===== src/rtl/inst_prefetch_buffer.sv =====
// Instruction prefetch queue between the fetch PC and instruction memory.
// Keeps one memory request in flight and buffers fetched words until Decode consumes them.
module inst_prefetch_buffer #(
  parameter int          DEPTH    = 4,
  parameter logic [31:0] RESET_PC = 32'h0
) (
  input  logic        clk,
  input  logic        reset,
  output logic        mem_req,
  output logic [31:0] mem_addr,
  input  logic        mem_ready,
  input  logic [31:0] mem_rdata,
  input  logic        redirect,
  input  logic [31:0] redirect_pc,
  input  logic        stall,
  output logic        instr_valid,
  output logic [31:0] instr,
  output logic [31:0] instr_pc,
  output logic [31:0] pc_plus4,
  output logic [4:0]  occupancy,
  output logic [1:0]  dbgState
);

  localparam int         PW      = (DEPTH > 1) ? $clog2(DEPTH) : 1;
  localparam logic [4:0] DEPTH_C = 5'(DEPTH);

  typedef enum logic [1:0] {IDLE = 2'd0, REQ = 2'd1, DROP = 2'd2} stateT;

  stateT          state;
  logic [31:0]    fetchPc;
  logic [31:0]    nextPc;
  logic [31:0]    redirectTgt;
  logic [PW-1:0]  rdPtr;
  logic [PW-1:0]  wrPtr;
  logic [4:0]     count;
  logic [4:0]     countNext;
  logic           push;
  logic           pop;
  logic [31:0]    dataMem [DEPTH];
  logic [31:0]    pcMem   [DEPTH];

  // Handshake: mem_req/mem_addr hold until the cycle mem_ready is seen high; the
  // head entry is consumed in any cycle with instr_valid=1, stall=0 and redirect=0.
  assign redirectTgt = {redirect_pc[31:2], 2'b00};
  assign nextPc      = fetchPc + 32'd4;
  assign push        = (state == REQ) && mem_ready && !redirect;
  assign pop         = (count != 5'd0) && !stall && !redirect;
  assign countNext   = redirect ? 5'd0 : (count + {4'b0, push} - {4'b0, pop});

  always_ff @(posedge clk or negedge reset) begin
    if (!reset) begin
      state    <= IDLE;
      mem_addr <= 32'h0;
      fetchPc  <= RESET_PC;
      rdPtr    <= '0;
      wrPtr    <= '0;
      count    <= 5'd0;
    end else begin
      count <= countNext;
      if (redirect) begin
        rdPtr   <= '0;
        wrPtr   <= '0;
        fetchPc <= redirectTgt;
      end else begin
        if (push) begin
          wrPtr   <= wrPtr + 1'b1;
          fetchPc <= nextPc;
        end
        if (pop) rdPtr <= rdPtr + 1'b1;
      end

      case (state)
        IDLE: begin
          if (redirect) begin
            state    <= REQ;
            mem_addr <= redirectTgt;
          end else if (count < DEPTH_C) begin
            state    <= REQ;
            mem_addr <= fetchPc;
          end
        end
        REQ: begin
          if (redirect) begin
            // A redirect that coincides with completion can reissue at once;
            // otherwise the in-flight word must be drained and thrown away.
            if (mem_ready) mem_addr <= redirectTgt;
            else           state    <= DROP;
          end else if (mem_ready) begin
            if (countNext < DEPTH_C) mem_addr <= nextPc;
            else                     state    <= IDLE;
          end
        end
        DROP: begin
          if (mem_ready) begin
            state    <= REQ;
            mem_addr <= redirect ? redirectTgt : fetchPc;
          end
        end
        default: state <= IDLE;
      endcase
    end
  end

  always_ff @(posedge clk) begin
    if (push) begin
      dataMem[wrPtr] <= mem_rdata;
      pcMem[wrPtr]   <= fetchPc;
    end
  end

  assign mem_req     = (state != IDLE);
  assign instr_valid = (count != 5'd0);
  assign instr       = instr_valid ? dataMem[rdPtr] : 32'h0;
  assign instr_pc    = instr_valid ? pcMem[rdPtr]   : 32'h0;
  assign pc_plus4    = instr_pc + 32'd4;
  assign occupancy   = count;
  assign dbgState    = state;

  a_no_push_full: assert property (@(posedge clk) disable iff (!reset) push |-> (count < DEPTH_C));

endmodule


===== config.mk =====
export PLATFORM = sky130hd
export DESIGN_NAME = inst_prefetch_buffer
export DESIGN_NICKNAME = d
export VERILOG_FILES = /design/src/rtl/inst_prefetch_buffer.sv
export SDC_FILE = /design/constraint.sdc
export NUM_CORES = 1
export LEC_CHECK = 0
export CELL_PAD_IN_SITES_DETAIL_PLACEMENT = 1
export CELL_PAD_IN_SITES_GLOBAL_PLACEMENT = 1
export CORE_ASPECT_RATIO = 1.25
export CORE_MARGIN = 2
export CORE_UTILIZATION = 48
export CTS_BUF_LIST = sky130_fd_sc_hd__clkbuf_4 sky130_fd_sc_hd__clkbuf_8
export DETAILED_ROUTE_END_ITERATION = 10
export PLACE_DENSITY_LB_ADDON = 0.1
export RECOVER_POWER = 25
export SLEW_MARGIN = 20
export SYNTH_ARGS = -nofsm -noshare
export SYNTH_HDL_FRONTEND = slang
export SYNTH_SLANG_ARGS = --single-unit

===== constraint.sdc =====
create_clock -name clk -period 4.3 [get_ports clk]
set_clock_uncertainty 0.05 [all_clocks]
set_input_delay 1.075 -clock clk [delete_from_list [all_inputs] [get_ports clk]]
set_output_delay 1.075 -clock clk [all_outputs]
set_load 0.05 [all_outputs]

==> flow_summary_export.csv <==
group,metric,value,unit
clocking,htree_num_levels,2,
placed_design,hpwl,26.06,mm
logic_synthesis,synth_edf_count,256,
timing,whs,0.4569,ns
timing,fin_crit,4.281,ns
timing,slew_viol_final,0,
logic_synthesis,synth_cell_types,63,
critical_path,path_cells,"mux4_2 -> nand2_8 -> clkinvlp_4 -> ha_4 -> and3_4 -> o2111a_2 -> and4_4 -> nor2b_4 -> xnor2_4 -> buf_12",
global_route,grt_overflow,0,
layout,seqCellArea,9574,µm²
logic_synthesis,synthCells,1011,
detailed_routing,via_per_inst,5.599,
logic_synthesis,postSynthAreaPerCell,15.03,µm²
detailed_routing,drc,0,
pwr,ir_worst_vdd,506.8,µV
detailed_routing,drt-initial-drc-count,554,
global_route,antenna_found_initial,0,
critical_path,slowest_stage,"dfrtp_4",
die,start_util,48.89,%
flow_run,drv_cap,0,
critical_path,cp.required,3.17,ns
clocking,clk_latency,0.59,ns
pwr,power.total,0.01557,W
timing,rsz0062_at_grt,"true",
detailed_routing,avgRoutedWirePerCell,22.16,µm
detailed_routing,dr.pass1.iters,5,
timing,fmax,0.2336,GHz
pwr,pwr_density_cell,790.7,nW/µm²
critical_path,path_delay_family,"simple AND/OR/NAND/NOR gates",
layout,area_growth,29.55,%
die,rows,72,
clocking,tritoncts,"done",
detailed_routing,wl,37.94,mm
layout,fin_cells,1712,
placed_design,place.gp.congestion,0.8057,
global_route,grt_pass1_wl,58.32,mm
placed_design,placed_cell_area,18260,µm²
worst_hold_path,hp-class,"reg2reg",
die,dieArea,33100,µm²
outcome,status,"finished, final reports clean",
detailed_routing,final_antenna_net_count,0,
critical_path,r2r_setup_slack,0.57,ns
timing,finalCritPeriodShare,99.56,%
clocking,path_clk_slew,0.06,ns
timing,finalHoldViolations,0,
logic_synthesis,synthArstFlopShare,22.66,%
clocking,cts_buffers,53,
global_route,grt_pass1_vias,10470,
logic_synthesis,ys_ff_latch,331,
layout,mostFrequentLayoutCells,"edfxtp_1 (256), clkdlybuf4s50_1 (156), nand2_1 (81)",
clocking,clockBufferDepth,3,
critical_path,cp_slowest_stage_delay,0.57,ns
layout,final_area,19690,µm²
critical_path,cp_num_buf_inv,2,
logic_synthesis,syn_nets,1095,
critical_path,start_kind,"flip-flop",
logic_synthesis,ys_warn_count,0,
placed_design,dp.cells,1599,
logic_synthesis,ys.flop_type,"edfxtp_1",
critical_path,path_max_fanout,11,
layout,drive_gt1_share,25.98,%
logic_synthesis,synth-seq-area-share,62.94,%
logic_synthesis,netlist_area,15190,µm²
layout,final_common_cell,"edfxtp_1",
layout,antennaDiodeCount,0,
critical_path,critical_path_arrival,3.16,ns
die,io_pins,206,
die,fp.dieW,163.1,µm
timing,relSlewSlack,5.219,%
timing,tightest_slew,1.422,ns
global_route,grt_max_degree,76,
placed_design,port_buffers,203,
detailed_routing,vias,9586,
layout,nets,1347,
global_route,grtUsageTotal,23.06,%
pwr,p_leak,7.141,nW
layout,fillers,2851,
clocking,clock-root-buffer,"clkbuf_8",
clocking,clkSinkCount,331,
die,die_h,202.9,µm
critical_path,crit_type,"reg2out",
die,core_region_area,31080,µm²
timing,setup_viol,0,
critical_path,end_kind,"primary output",
layout,multi_input_area,5588,µm²
-- final cells by class --
class / count / area share, %
Inverter: 28 / 0.6356
Multi-Input combinational cell: 599 / 28.39
Clock buffer: 77 / 4.748
Timing Repair Buffer: 250 / 13.89
Sequential cell: 331 / 48.64
Tap cell: 407 / 2.587
Clock inverter: 20 / 1.119
-- metal layers --
metal  vias to the layer above  GRT usage [%]  wire length [µm]
met5                         -              0                 0
met4                         0          8.091              1136
met3                        71          3.432              1532
met2                       268          40.42             19670
met1                      4910          29.23             15600
li1                       4337              -                 -
-- cell usage after synthesis (25+ instances only) --
library cell	count	area share, %
dfrtp_1	75	12
mux4_2	44	6.5
inv_1	27	0.67
xnor2_1	29	1.7
xor2_1	28	1.6
mux2_2	45	3.3
mux4_1	25	4.3
edfxtp_1	256	51
nand3_1	27	0.89
nor2_1	52	1.3
nand2_1	85	2.1
and2_1	66	2.7
clkbuf_1	25	0.62
-- registers in the layout (all words and copies together), names as in the netlist --
name and flops:
fetchPc 32, occupancy 5, dbgState 2, dataMem 128
wrPtr 2, pcMem 128, mem_addr 32, rdPtr 2
-- repair_timing --
action,4_1_cts,5_1_grt
setup endpoints to repair,52,43
pin swaps,2,10
setup buffers,5,8
resized for setup,20,23
gates cloned,0,2
hold buffers,0,0
-- path summary, 6_finish.rpt --
kind	from	end	cells after the start
min reg2reg	mem_addr[28]$_DFFE_PN0P_	mem_addr[28]$_DFFE_PN0P_	1
max	rdPtr[0]$_DFFE_PN0P_	pc_plus4[24]	10
max reg2reg	occupancy[3]$_DFF_PN0_	mem_addr[27]$_DFFE_PN0P_	18
min	mem_addr[28]$_DFFE_PN0P_	mem_addr[28]$_DFFE_PN0P_	1
min in group asynchronous	reset	mem_addr[25]$_DFFE_PN0P_	1
max in group asynchronous	reset	rdPtr[0]$_DFFE_PN0P_	2
-- kinds of logic after synthesis --
kind of cell    Yosys count  share of synthesized area, %
buf+inv                  81                         2.701
compound gates           87                         3.862
fa+ha+maj                15                         1.285
xor+xnor                 57                         3.286
simple gates            313                         10.89
flops                   331                         62.94
mux                     127                         15.04
-- power breakdown --
group / total (W) / internal, W / leakage [nW] / switching, W
Combinational: 0.00854 / 0.00337 / 3.32 / 0.00518
Sequential: 0.00411 / 0.00382 / 3.22 / 0.000291
Clock: 0.00291 / 0.00169 / 0.605 / 0.00121
Total: 0.0156 / 0.00888 / 7.14 / 0.00668
-- stage by stage --
| stage | TNS (ns) | setup slack [ns] | utilization, % |
|---|---|---|---|
| 2_1_floorplan | -1.438 | -0.2925 | - |
| 3_3_place_gp | 0 | 0.03812 | 58.74 |
| 3_5_place_dp | -0.6032 | -0.04131 | 58.74 |
| 4_1_cts | -0.2674 | -0.05561 | 62.79 |
| 5_1_grt | -0.5335 | -0.07444 | 63.34 |
| 6_report | 0 | 0.01908 | 63.34 |
(Power assumes the default switching activity.)
